--- src/rtl/i2s_fir_eq.sv ---
// Stereo 8-tap FIR equaliser behind the I2S receiver. Each channel keeps its own
// delay line; a single multiplier is shared, running left taps first and then right taps.

module i2s_fir_eq_line #(
    parameter int DATA_W = 24,
    parameter int NTAPS  = 8,
    parameter int IDX_W  = 3
) (
    input  logic                     clk,
    input  logic                     reset,
    input  logic                     shift,
    input  logic        [DATA_W-1:0] din,
    input  logic        [IDX_W-1:0]  idx,
    output logic signed [DATA_W-1:0] tap
);
    // x[0] holds the newest sample
    logic [NTAPS-1:0][DATA_W-1:0] x;

    always_ff @(posedge clk or negedge reset) begin
        if (!reset)     x <= '0;
        else if (shift) x <= {x[NTAPS-2:0], din};
    end

    assign tap = x[idx];
endmodule

module i2s_fir_eq #(
    parameter int DATA_W = 24,
    parameter int COEF_W = 16,
    parameter int ACC_W  = 44,
    parameter int NTAPS  = 8
) (
    input  logic              clk,
    input  logic              reset,
    input  logic [DATA_W-1:0] in_left,
    input  logic [DATA_W-1:0] in_right,
    input  logic              in_valid,
    input  logic [1:0]        eq_sel,
    output logic [DATA_W-1:0] out_left,
    output logic [DATA_W-1:0] out_right,
    output logic              out_valid,
    output logic              busy,
    output logic              overrun
);
    localparam int IDX_W  = $clog2(NTAPS);
    localparam int PROD_W = DATA_W + COEF_W;
    localparam int FRAC   = COEF_W - 2;

    localparam logic [1:0] IDLE  = 2'd0;
    localparam logic [1:0] MAC_L = 2'd1;
    localparam logic [1:0] MAC_R = 2'd2;
    localparam logic [1:0] DONE  = 2'd3;

    localparam logic signed [ACC_W-1:0] RND     = ACC_W'(1 << (FRAC - 1));
    localparam logic signed [ACC_W-1:0] SAT_MAX = {{(ACC_W-DATA_W+1){1'b0}}, {(DATA_W-1){1'b1}}};
    localparam logic signed [ACC_W-1:0] SAT_MIN = {{(ACC_W-DATA_W+1){1'b1}}, {(DATA_W-1){1'b0}}};

    logic [1:0]                state;
    logic [IDX_W-1:0]          idx;
    logic [1:0]                bank;
    logic signed [ACC_W-1:0]   acc_l, acc_r;
    logic                      accept;
    logic [1:0][DATA_W-1:0]    din;
    logic [1:0][DATA_W-1:0]    taps;
    logic signed [DATA_W-1:0]  tap_sel;
    logic signed [COEF_W-1:0]  h_sel;
    logic signed [PROD_W-1:0]  prod;

    function automatic logic signed [COEF_W-1:0] coef(input logic [1:0] b, input logic [IDX_W-1:0] k);
        case (b)
            2'd0: return (k == '0) ? COEF_W'(16384) : COEF_W'(0);
            2'd1: return COEF_W'(2048);
            2'd2: begin
                case (k)
                    3'd0, 3'd7: return COEF_W'(512);
                    3'd1, 3'd6: return COEF_W'(1536);
                    3'd2, 3'd5: return COEF_W'(2560);
                    default:    return COEF_W'(3584);
                endcase
            end
            default: return (k == '0) ? COEF_W'(14336) : COEF_W'(-2048);
        endcase
    endfunction

    // Round half up, drop the Q2.14 fraction, clamp to the sample range
    function automatic logic [DATA_W-1:0] sat(input logic signed [ACC_W-1:0] a);
        logic signed [ACC_W-1:0] sh;
        sh = (a + RND) >>> FRAC;
        if (sh > SAT_MAX)      sh = SAT_MAX;
        else if (sh < SAT_MIN) sh = SAT_MIN;
        return sh[DATA_W-1:0];
    endfunction

    assign accept = (state == IDLE) && in_valid;
    assign busy   = (state != IDLE);
    assign din    = {in_right, in_left};

    for (genvar ch = 0; ch < 2; ch++) begin : g_ch
        i2s_fir_eq_line #(
            .DATA_W (DATA_W),
            .NTAPS  (NTAPS),
            .IDX_W  (IDX_W)
        ) u_line (
            .clk   (clk),
            .reset (reset),
            .shift (accept),
            .din   (din[ch]),
            .idx   (idx),
            .tap   (taps[ch])
        );
    end

    assign tap_sel = (state == MAC_R) ? taps[1] : taps[0];
    assign h_sel   = coef(bank, idx);
    assign prod    = PROD_W'(tap_sel) * PROD_W'(h_sel);

    always_ff @(posedge clk or negedge reset) begin
        if (!reset) begin
            state     <= IDLE;
            idx       <= '0;
            bank      <= '0;
            acc_l     <= '0;
            acc_r     <= '0;
            out_left  <= '0;
            out_right <= '0;
            out_valid <= 1'b0;
            overrun   <= 1'b0;
        end else begin
            out_valid <= 1'b0;
            if (in_valid && busy) overrun <= 1'b1;
            case (state)
                IDLE: begin
                    if (in_valid) begin
                        bank  <= eq_sel;
                        acc_l <= '0;
                        acc_r <= '0;
                        idx   <= '0;
                        state <= MAC_L;
                    end
                end
                MAC_L: begin
                    acc_l <= acc_l + ACC_W'(prod);
                    idx   <= idx + 1'b1;
                    if (idx == IDX_W'(NTAPS - 1)) state <= MAC_R;
                end
                MAC_R: begin
                    acc_r <= acc_r + ACC_W'(prod);
                    idx   <= idx + 1'b1;
                    if (idx == IDX_W'(NTAPS - 1)) state <= DONE;
                end
                default: begin
                    out_left  <= sat(acc_l);
                    out_right <= sat(acc_r);
                    out_valid <= 1'b1;
                    state     <= IDLE;
                end
            endcase
        end
    end
endmodule

--- config.mk ---
export PLATFORM = sky130hd
export DESIGN_NAME = i2s_fir_eq
export DESIGN_NICKNAME = d
export VERILOG_FILES = /design/src/rtl/i2s_fir_eq.sv
export SDC_FILE = /design/constraint.sdc
export NUM_CORES = 1
export LEC_CHECK = 0
export ABC_AREA = 1
export CORE_ASPECT_RATIO = 1.2
export CORE_MARGIN = 2
export CORE_UTILIZATION = 65
export DETAILED_ROUTE_END_ITERATION = 8
export DONT_BUFFER_PORTS = 1
export PLACE_DENSITY = 0.78
export SYNTH_ARGS = -nofsm -noshare
export SYNTH_HDL_FRONTEND = slang
export SYNTH_SLANG_ARGS = --single-unit
--- constraint.sdc ---
create_clock -name clk -period 19.82 [get_ports clk]
set_clock_uncertainty 0.1 [all_clocks]
set_input_delay 3.964 -clock clk [delete_from_list [all_inputs] [get_ports clk]]
set_output_delay 3.964 -clock clk [all_outputs]
set_load 0.03 [all_outputs]
==> impl_metrics.xml <==
<?xml version="1.0" encoding="UTF-8"?>
<metrics>
  <group name="grt">
    <metric name="grt_antenna_before_repair" unit="">0</metric>
    <metric name="pin_count_of_the_biggest_net_entering_global_routing" unit="">512</metric>
    <metric name="track_usage" unit="">0.350</metric>
    <metric name="grt_pass1_vias" unit="">29900</metric>
    <metric name="grt_pass1_wl" unit="mm">156</metric>
    <metric name="grt_overflow_total" unit="">0</metric>
  </group>
  <group name="floorplanning">
    <metric name="die_area" unit="um2">55700</metric>
    <metric name="start_util" unit="">0.655</metric>
    <metric name="placeableCoreArea" unit="um2">53400</metric>
    <metric name="die_w" unit="um">216</metric>
    <metric name="rows" unit="">93</metric>
    <metric name="die_height" unit="um">258</metric>
    <metric name="boundary_pins" unit="">104</metric>
  </group>
  <group name="placed_design">
    <metric name="placed_cells_incl_taps" unit="">5282</metric>
    <metric name="gp_routability_congestion" unit="">1.02</metric>
    <metric name="dp.final_hpwl" unit="mm">69.3</metric>
    <metric name="total_of_buffers_placed_on_input_and_output_ports" unit="">0</metric>
  </group>
  <group name="yosys">
    <metric name="synthDistinctLibCells" unit="">46</metric>
    <metric name="synth_enable_flop_cells" unit="">0</metric>
    <metric name="compound_cell_area_share_of_the_yosys_netlist" unit="">0.160</metric>
    <metric name="netlist_instances" unit="">4749</metric>
    <metric name="synth_xor_xnor_area_share" unit="">0.0182</metric>
    <metric name="post_synth_and_or_nand_nor_area_fraction" unit="">0.221</metric>
    <metric name="synthAdderAreaFrac" unit="">0.142</metric>
    <metric name="seq_area_frac_synth" unit="">0.365</metric>
    <metric name="largest_family_of_logic_cells_by_synthesized_area" unit="">simple AND/OR/NAND/NOR gates</metric>
    <metric name="ys_async_sr_fraction" unit="">1.00</metric>
    <metric name="synth_fp_nets" unit="">5123</metric>
    <metric name="synthesis.area" unit="um2">35000</metric>
    <metric name="synth_area_leaders" unit="">dfrtp_1 37%, nand2_1 13%, o21ai_0 9.0%, fa_1 7.3%, inv_1 7.0%</metric>
    <metric name="synth_largest_area_cell" unit="">dfrtp_1</metric>
    <metric name="synthesis.yosys.warnings" unit="">0</metric>
    <metric name="syn_area_per_cell" unit="um2">7.37</metric>
    <metric name="synth_ff_type" unit="">dfrtp_1</metric>
    <metric name="yosys_register_bits" unit="">511</metric>
    <metric name="synth_mux_area_frac" unit="">0</metric>
    <metric name="netlist.area_leader.share" unit="">0.365</metric>
  </group>
  <group name="worst_setup_path">
    <metric name="worstPathMaxFanout" unit="">98</metric>
    <metric name="crit_type" unit="">flip-flop to flip-flop</metric>
    <metric name="cpPeakStageDelay" unit="ps">810</metric>
    <metric name="cp_data_arrival_time" unit="ps">11140</metric>
    <metric name="timing.critical_path.from_type" unit="">flip-flop</metric>
    <metric name="critPathCaptureType" unit="">flip-flop</metric>
    <metric name="cp_data_required_time" unit="ps">20240</metric>
    <metric name="cp_slowest_cell" unit="">dfrtp_4</metric>
    <metric name="cp_common_cell" unit="">nand3_1</metric>
  </group>
  <group name="timing">
    <metric name="worstMarginPinSlew" unit="ps">1670</metric>
    <metric name="final.setup.tns" unit="ps">0</metric>
    <metric name="finalSetupViolations" unit="">0</metric>
    <metric name="finalCritPeriodShare" unit="">0.541</metric>
    <metric name="grt_setup_unrepaired" unit="">no</metric>
    <metric name="final_period_minus_worst_setup_slack" unit="ps">10720</metric>
    <metric name="timing.final.max_slew_violations" unit="">169</metric>
    <metric name="max_freq" unit="MHz">93.3</metric>
    <metric name="final_hold_viol_count" unit="">0</metric>
    <metric name="max-slew-margin-rel" unit="">-0.112</metric>
  </group>
  <group name="final_layout">
    <metric name="area_growth_syn_to_layout" unit="%">5.77</metric>
    <metric name="finalNetCount" unit="">4998</metric>
    <metric name="final_layout_size_suffix_gt1_frac" unit="">0.0347</metric>
    <metric name="fillers" unit="">4569</metric>
    <metric name="diodes" unit="">0</metric>
    <metric name="final_cell_count_no_fill" unit="">5378</metric>
    <metric name="layout.core_utilization" unit="">0.693</metric>
  </group>
  <group name="drt">
    <metric name="drtPass1Iterations" unit="">6</metric>
    <metric name="antenna_left" unit="">0</metric>
    <metric name="detailed_route_drc_error_count" unit="">0</metric>
    <metric name="drtIter0Drc" unit="">2461</metric>
    <metric name="viasPerCell" unit="">5.72</metric>
    <metric name="dr_total_vias" unit="">30700</metric>
    <metric name="avgRoutedWirePerCell" unit="um">18.0</metric>
    <metric name="routed_wirelength" unit="mm">96.8</metric>
  </group>
  <group name="clock_tree">
    <metric name="htree_num_levels" unit="">2</metric>
    <metric name="cts_made_buffers" unit="">52</metric>
    <metric name="clock_root_buffer" unit="">clkbuf_16</metric>
    <metric name="cts_resized" unit="">0</metric>
    <metric name="postCtsSetupRepairBufs" unit="">0</metric>
    <metric name="tritoncts" unit="">yes</metric>
    <metric name="cts_hold_buffers" unit="">0</metric>
    <metric name="clock_path_buffers" unit="">3</metric>
    <metric name="clk_sinks" unit="">511</metric>
    <metric name="worst_skew_pair.late_latency" unit="ps">630</metric>
    <metric name="clk_transition_reported_paths" unit="ps">70</metric>
  </group>
  <group name="outcome">
    <metric name="failed_checks" unit="">slew limit</metric>
    <metric name="outcome" unit="">finished, violations left</metric>
  </group>
  <group name="min_path">
    <metric name="timing.hold.worst.class" unit="">flip-flop to flip-flop</metric>
  </group>
  <group name="run">
    <metric name="maxCapViolCount" unit="">0</metric>
  </group>
</metrics>
[cell usage in the layout, fill, tap and decap left out, drive strengths merged, types with 3 or more instances in the layout]
master | netlist | layout
nand2 | 1194 | 1194
inv | 657 | 660
o21ai | 629 | 629
dfrtp | 511 | 511
nor2 | 409 | 409
a21oi | 351 | 351
nand3 | 249 | 249
ha | 194 | 194
fa | 127 | 127
clkbuf | 159 | 75
xor2 | 56 | 56
nor3 | 36 | 36
a31oi | 23 | 23
buf | 40 | 20
xnor2 | 16 | 16
a21o | 16 | 16
o22ai | 16 | 16
clkinv | 3 | 16
nand4 | 14 | 14
o21bai | 9 | 9
nand3b | 7 | 7
nor4 | 6 | 6
o31ai | 6 | 6
o211ai | 5 | 5
o21a | 4 | 4
a21boi | 4 | 4
clkinvlp | 0 | 3
[routing by layer]
layer / global-route usage / share of wire
met3: 0.0419 / 0.052
met5: 0 / 0
met4: 0.210 / 0.066
met1: 0.435 / 0.40
met2: 0.591 / 0.48
[area by class of cell]
cell class	instances	area, um2	share of cell area
multi-input cells	3379	18900	0.512
flip-flops and latches	511	12800	0.346
inverters	660	2490	0.0673
clock buffers	75	1520	0.0410
well taps	712	891	0.0241
clock inverters	21	221	0.00598
repair buffers	20	150	0.00406
[metrics by stage]
stage	area, um2	hold slack [ps]	setup WS, ps
finish	37000	379	9100
global route	37000	405	8530
CTS	37000	388	9310
detailed placement	35300	373	9300
global placement	35300	363	9340
floorplan	35000	348	11610
[kinds of logic after synthesis]
| family | Yosys count |
|---|---|
| simple gates | 1916 |
| fa+ha+maj | 321 |
| xor+xnor | 72 |
| compound gates | 1070 |
| flops | 511 |
| buf+inv | 859 |
[worst max-delay path: cells and delay by family, from the launching register on]
| family | cells | cell delay, ps |
|---|---|---|
| AO/OA/AOI/OAI | 9 | 1610 |
| XOR/XNOR | 1 | 580 |
| adder cells (fa/ha/maj) | 8 | 3740 |
| buffers and inverters | 8 | 2340 |
| flip-flops | 1 | 810 |
| AND/OR/NAND/NOR | 11 | 1280 |
[flip-flops by register name, summed over array words and instances (netlist names)]
register       cells
overrun            1
acc_r             35
out_right         24
out_left          24
bank               2
idx                3
out_valid          1
acc_l             35
state              2
g_ch.u_line.x    384
[final timing paths]
kind,start,end,slack (ps),depth (start not counted)
max,idx[0]$_DFFE_PN0P_,acc_r[36]$_DFFE_PN0P_,9100,37
min,g_ch[1].u_line.x[92]$_DFFE_PN0P_,g_ch[1].u_line.x[116]$_DFFE_PN0P_,380,2
max reg2reg,idx[0]$_DFFE_PN0P_,acc_r[36]$_DFFE_PN0P_,9100,37
min reg2reg,g_ch[1].u_line.x[92]$_DFFE_PN0P_,g_ch[1].u_line.x[116]$_DFFE_PN0P_,380,2
max in group asynchronous,reset,idx[1]$_DFFE_PN0P_,15180,0
min in group asynchronous,reset,out_right[19]$_DFFE_PN0P_,2920,0
[synth_stat cells (14+ instances only)]
cell type and count:
nand2_1 1177, inv_1 650, o21ai_0 628, dfrtp_1 511, nor2_1 400, a21oi_1 338, nand3_1 248, ha_1 194
clkbuf_1 159, fa_1 127, xor2_1 55, nor3_1 36, buf_1 26, a31oi_1 23, a21o_1 16, nand2_2 16
o22ai_1 16, xnor2_1 16, nand4_1 14
Power is not shown: default switching activity piles up to over one toggle a cycle in this logic, so the estimate is an artifact.
